==> config.mk <==
export PLATFORM = sky130hd
export DESIGN_NAME = coin_acceptor
export DESIGN_NICKNAME = d
export VERILOG_FILES = /design/src/rtl/coin_acceptor.sv
export SDC_FILE = /design/constraint.sdc
export NUM_CORES = 1
export LEC_CHECK = 0
export ABC_AREA = 1
export CAP_MARGIN = 20
export CORE_MARGIN = 2
export CORE_UTILIZATION = 56
export DETAILED_ROUTE_END_ITERATION = 12
export PLACE_DENSITY = 0.79
export RECOVER_POWER = 100
export SYNTH_ARGS = -nofsm -noshare
export SYNTH_HDL_FRONTEND = slang
export SYNTH_SLANG_ARGS = --single-unit
==> constraint.sdc <==
create_clock -name clk -period 2.4 [get_ports clk]
set_input_delay 0.36 -clock clk [delete_from_list [all_inputs] [get_ports clk]]
set_output_delay 0.36 -clock clk [all_outputs]
set_load 0.02 [all_outputs]
==> src/rtl/coin_acceptor.sv <==
// coin_acceptor: front-end for the vending FSM.
// Detects rising edges on three debounced coin levels (1, 2 and 5 units).
// Accepted coins wait in one pending flag per denomination. They then move
// into a small FIFO and are replayed one at a time as timed one-hot codes on
// Money_in. A coin is rejected when acceptance is inhibited, when a coin of
// the same denomination is already pending, or when the queue is full.
// Optional feature: define COIN_TOTAL_EN to add the saturating credit_total
// output, which sums the value of every coin driven onto Money_in.

module coin_acceptor #(
    parameter int FIFO_DEPTH = 4,
    parameter int PULSE_LEN  = 2,
    parameter int GAP_LEN    = 2
) (
    input  logic       clk,
    input  logic       reset,
    input  logic       coin1,
    input  logic       coin2,
    input  logic       coin5,
    input  logic       accept_en,
    output logic [2:0] Money_in,
    output logic       reject,
    output logic       fifo_full,
    output logic       busy
`ifdef COIN_TOTAL_EN
    ,
    output logic [7:0] credit_total
`endif
);

    // Pointer and occupancy widths. The occupancy counter needs one extra bit
    // so that it can represent a completely full queue.
    localparam int PTR_W   = (FIFO_DEPTH > 1) ? $clog2(FIFO_DEPTH) : 1;
    localparam int CNT_W   = PTR_W + 1;
    localparam int TMR_MAX = (PULSE_LEN > GAP_LEN) ? PULSE_LEN : GAP_LEN;
    localparam int TMR_W   = $clog2(TMR_MAX + 1);

    // Output FSM states
    localparam logic [1:0] ST_IDLE  = 2'd0;
    localparam logic [1:0] ST_DRIVE = 2'd1;
    localparam logic [1:0] ST_GAP   = 2'd2;

    // Channel vectors use the same bit order as the Money_in code:
    // bit 0 = 1 unit, bit 1 = 2 units, bit 2 = 5 units.
    logic [2:0]       w_level;
    logic [2:0]       w_rise;
    logic [2:0]       w_accept_set;
    logic             w_rise_reject;
    logic [2:0]       w_xfer;
    logic             w_full;
    logic             w_push;
    logic             w_drop;
    logic             w_pop;
    logic [2:0]       w_head;

    logic [2:0]       r_prev;
    logic [2:0]       r_pending;
    logic [2:0]       r_mem [FIFO_DEPTH];
    logic [PTR_W-1:0] r_wr_ptr;
    logic [PTR_W-1:0] r_rd_ptr;
    logic [CNT_W-1:0] r_count;
    logic [1:0]       r_state;
    logic [TMR_W-1:0] r_tmr;
    logic [2:0]       r_money;
    logic             r_reject;

    assign w_level = {coin5, coin2, coin1};
    assign w_rise  = w_level & ~r_prev;

    // A rise is accepted only while acceptance is enabled and no coin of the
    // same denomination is already pending. Any other rise is rejected.
    assign w_accept_set  = w_rise & {3{accept_en}} & ~r_pending;
    assign w_rise_reject = |(w_rise & ({3{~accept_en}} | r_pending));

    // The full test uses the occupancy before this edge. A pop in the same
    // cycle does not make room for the coin being transferred.
    assign w_full = (r_count == CNT_W'(FIFO_DEPTH));
    assign w_push = (|w_xfer) && !w_full;
    assign w_drop = (|w_xfer) && w_full;
    assign w_pop  = (r_state == ST_IDLE) && (r_count != '0);
    assign w_head = r_mem[r_rd_ptr];

    assign Money_in  = r_money;
    assign reject    = r_reject;
    assign fifo_full = w_full;
    assign busy      = (r_count != '0) || (r_state != ST_IDLE);

    // Pick the single pending flag that transfers this cycle (priority 5 > 2 > 1)
    always_comb begin
        w_xfer = 3'b000;
        if (r_pending[2]) begin
            w_xfer = 3'b100;
        end else if (r_pending[1]) begin
            w_xfer = 3'b010;
        end else if (r_pending[0]) begin
            w_xfer = 3'b001;
        end
    end

    // Previous-sample registers; reset loads the live levels so held coins are ignored
    always_ff @(posedge clk) begin
        if (!reset) begin
            r_prev <= w_level;
        end else begin
            r_prev <= w_level;
        end
    end

    // Pending flags: clear the transferred or dropped flag, set newly accepted ones
    always_ff @(posedge clk) begin
        if (!reset) begin
            r_pending <= 3'b000;
        end else begin
            r_pending <= (r_pending & ~w_xfer) | w_accept_set;
        end
    end

    // Single reject pulse covering rise rejects and queue-full drops of this edge
    always_ff @(posedge clk) begin
        if (!reset) begin
            r_reject <= 1'b0;
        end else begin
            r_reject <= w_rise_reject | w_drop;
        end
    end

    // Queue storage; the contents are only meaningful under the occupancy count
    always_ff @(posedge clk) begin
        if (w_push) begin
            r_mem[r_wr_ptr] <= w_xfer;
        end
    end

    // Queue pointers and occupancy; a push and a pop together leave the count unchanged
    always_ff @(posedge clk) begin
        if (!reset) begin
            r_wr_ptr <= '0;
            r_rd_ptr <= '0;
            r_count  <= '0;
        end else begin
            if (w_push) begin
                r_wr_ptr <= r_wr_ptr + PTR_W'(1);
            end
            if (w_pop) begin
                r_rd_ptr <= r_rd_ptr + PTR_W'(1);
            end
            case ({w_push, w_pop})
                2'b10:   r_count <= r_count + CNT_W'(1);
                2'b01:   r_count <= r_count - CNT_W'(1);
                default: r_count <= r_count;
            endcase
        end
    end

    // Output FSM: drive each code for PULSE_LEN cycles, then hold zero for GAP_LEN cycles
    always_ff @(posedge clk) begin
        if (!reset) begin
            r_state <= ST_IDLE;
            r_tmr   <= '0;
            r_money <= 3'b000;
        end else begin
            case (r_state)
                ST_IDLE: begin
                    if (w_pop) begin
                        r_money <= w_head;
                        r_tmr   <= '0;
                        r_state <= ST_DRIVE;
                    end
                end
                ST_DRIVE: begin
                    if (r_tmr == TMR_W'(PULSE_LEN - 1)) begin
                        r_money <= 3'b000;
                        r_tmr   <= '0;
                        r_state <= ST_GAP;
                    end else begin
                        r_tmr <= r_tmr + TMR_W'(1);
                    end
                end
                ST_GAP: begin
                    if (r_tmr == TMR_W'(GAP_LEN - 1)) begin
                        r_tmr   <= '0;
                        r_state <= ST_IDLE;
                    end else begin
                        r_tmr <= r_tmr + TMR_W'(1);
                    end
                end
                default: begin
                    r_money <= 3'b000;
                    r_tmr   <= '0;
                    r_state <= ST_IDLE;
                end
            endcase
        end
    end

`ifdef COIN_TOTAL_EN
    logic [7:0] r_credit;

    function automatic logic [7:0] coin_value(input logic [2:0] code);
        logic [7:0] v;
        v = 8'd0;
        if (code[2]) begin
            v = 8'd5;
        end else if (code[1]) begin
            v = 8'd2;
        end else if (code[0]) begin
            v = 8'd1;
        end
        return v;
    endfunction

    function automatic logic [7:0] sat_add(input logic [7:0] a, input logic [7:0] b);
        logic [8:0] s;
        s = {1'b0, a} + {1'b0, b};
        return s[8] ? 8'hFF : s[7:0];
    endfunction

    // Running credit: add the value of each coin as it is popped into DRIVE
    always_ff @(posedge clk) begin
        if (!reset) begin
            r_credit <= 8'd0;
        end else if (w_pop) begin
            r_credit <= sat_add(r_credit, coin_value(w_head));
        end
    end

    assign credit_total = r_credit;
`endif

endmodule

==> results.ini <==
[power_and_ir_drop]
internal_power_uw = 1240
power_frac_seq_pct = 40.7
net-switching-power_uw = 768
switching_share_pct = 38.2
p_leak_uw = 0.000824
ir_drop_mv = 1.08
clkPwrFrac_pct = 20.4
p_comb_share_pct = 38.9
p_total_uw = 2010
power_density_nw_per_um2 = 1110

[synth]
synth_top_area_cell = dfxtp_1
yosysSeqAreaShare_pct = 51.5
synth_cell_type_count = 22
synth_top_family_by_area = simple AND/OR/NAND/NOR gates
synth_top_area_share_pct = 28.9
syn_avg_cell_area_sq_um = 8.72
yosys_warnings = 0
synth_edf_count = 12
synth_area_sq_um = 1600
ys.flop_type = dfxtp_1
synth_fa_ha_area_share_pct = 9.10
synth_mux_area_share_pct = 0
synth-async-reset-ratio_pct = 0
ys_top_cells_by_area = dfxtp_1, edfxtp_1, nand2_1
synth-compound-area-share_pct = 9.65
synth_xor_area_share_pct = 0.549
synth-seq-cells = 35
syn_inst = 183
yosys.area_share.simple_pct = 20.8
syn-num-nets = 200
synth_common_cells = nand2_1, inv_1, dfxtp_1, nor2_1, a21oi_1
synth_most_common_cell = nand2_1

[setup_path]
cp_data_arrival_time_ns = 1.85
critPathBufInv = 2
rr_startpoint = r_pending[2]$_SDFF_PN0_
cp-end-kind = primary output
cp_cell_sequence = inv_1 > ha_1 > nand3_4 > clkdlybuf4s50_1
crit_start = r_state[0]$_SDFFE_PN0P_
crit_type = reg2out
cpPeakStageDelay_ns = 0.61
crit_family = buffers and inverters
slowest_stage = clkdlybuf4s50_1
crit_path_max_fanout = 7
crit_required_ns = 2.04
critPathLaunchType = register

[run_status]
status = finished, final reports clean

[timing]
setup_tns_ns = 0
clock_skew_ns = 0.0129
fin_crit_ns = 2.21
relSlewSlack_pct = 68.1
tightest_slew_ns = 0.475
rsz0062_at_grt = false
setup_viol = 0
fin_ws_ns = 0.195
max_freq_ghz = 0.453
maxSlewViolCount = 0
fin_crit_sh_pct = 91.9
finalHoldViolations = 0

[placement]
dpl.hpwl_mm = 2.17
finalWeightedCongestion = 0.869
post_dp_cell_area_sq_um = 1740
io_buffers = 11
pre_cts_ws_ns = 0.333

[global_routing]
antenna_found_initial = 0
grt_pass1_vias = 1112
grt_max_degree = 12
track_usage_pct = 19.4
grt_pass1_wl_mm = 4.72
grt_overflow = 0

[drt]
dr.pass1.iters = 4
viasPerCell = 4.96
drt-met1-wl_mm = 1.25
ant_nets = 0
finalWirelength_mm = 2.80
wl_met2_mm = 1.38
top_layer = met4
drt-initial-drc-count = 65
wl_per_cell_um = 12.0
route.vias.total = 1155
drc = 0
wl_met3_um = 128

[floorplan]
die_h_um = 57.4
start_util_pct = 58.4
die_area_sq_um = 3290
core_sq_um = 2730
core.rowCount = 19
die_x_um = 57.4
io-pin-count = 12

[worst_hold_path]
hp-start = r_tmr[1]$_SDFFE_PN0P_
hold_class = reg2reg

[clocking]
cts_inserted_buffers = 5
clock-root-buffer = clkbuf_4
clk_pin_slew_ns = 0.10
cts_setup_buffers = 0
cts_sinks = 35
clk_latency_ns = 0.34
htreeDepth = 2
ctsHoldBuffers = 0
clock_path_buffers = 2
cts_resized = 0
cts_tree = built

[cells_and_area]
syn_to_final_growth_pct = 13.3
nFillCells = 219
stdcell_area_sq_um = 1810
final_nets = 218
drive_above_1_share_pct = 6.44
regArea_sq_um = 821
utilization_pct = 66.1
diodes = 0
multi_input_area_sq_um = 626

[flow_run]
cap_violations = 0

## layer usage
metal  track usage (%)  vias up
met5                 0        -
met4              7.97        0
met3              6.12        4
met2              33.1       24
li1                  -      612
met1              22.4      515
## stage by stage
stage,cells,hold slack [ns]
2_1_floorplan,183,0.388
3_3_place_gp,225,0.425
3_5_place_dp,225,0.438
4_1_cts,233,0.452
5_1_grt,233,0.493
6_report,233,0.449
## tightest hold or removal path, delay by kind of cell, from the launching register on
| kind | cells | cell delay [ns] |
|---|---|---|
| flip-flops | 1 | 0.31 |
| AND/OR/NAND/NOR | 1 | 0.04 |
| buffers and inverters | 1 | 0.06 |
## worst paths after layout
kind | end | slack [ns] | depth (start not counted)
max reg2reg | r_count[2]$_SDFFE_PN0P_ | 0.28 | 10
max | busy | 0.19 | 4
min | r_tmr[1]$_SDFFE_PN0P_ | 0.45 | 2
min reg2reg | r_tmr[1]$_SDFFE_PN0P_ | 0.45 | 2
## placed cells by master (no fill, tap or decap)
master and count:
clkbuf_4 5, bufinv_16 1, clkinv_2 1, dfxtp_1 23, nand3_4 1, clkinv_1 1, nand3_1 12, a21boi_2 1
ha_1 10, nor2_4 1, dlygate4sd3_1 9, a21oi_1 13, inv_1 35, nand2_4 1, a211oi_1 1, nand2_1 36
a31oi_1 1, nand3_2 1, nor2_1 19, nor3_1 1, fa_1 1, xor2_1 1, inv_2 1, edfxtp_1 12
o21ai_0 12, clkdlybuf4s50_1 2
## power groups by stage
stage                     Combinational, uW  Sequential [uW]  Clock [uW]
after floorplan                         575              842           0
after global placement                  770              821           0
after detailed placement                812              835           0
after CTS                               814              822         416
after global routing                    904              833         443
final                                   782              818         410
## area by class of cell
class	instances	area share, %
Tap cell	31	2.15
Timing Repair Buffer	11	6.09
Clock inverter	3	2.15
Multi-Input combinational cell	112	34.6
Inverter	36	7.48
Sequential cell	35	45.4
Clock buffer	5	2.08
## registers in the layout, indices dropped and copies added, names as in the netlist, named ones only
| name | flops |
|---|---|
| r_rd_ptr | 2 |
| reject | 1 |
| r_state | 2 |
| r_wr_ptr | 2 |
| r_count | 3 |
| r_prev | 3 |
| r_tmr | 2 |
| r_mem | 12 |
| Money_in | 3 |
| r_pending | 3 |
## cells by family (layout without fill, tap and decap cells)
family                   count (synthesis)  count (layout)
buffers and inverters                   36              55
AND/OR/NAND/NOR                         72              72
adder cells (fa/ha/maj)                 11              11
AO/OA/AOI/OAI                           28              28
XOR/XNOR                                 1               1
flip-flops                              35              35
No activity file was read; power rests on OpenSTA's default activity.
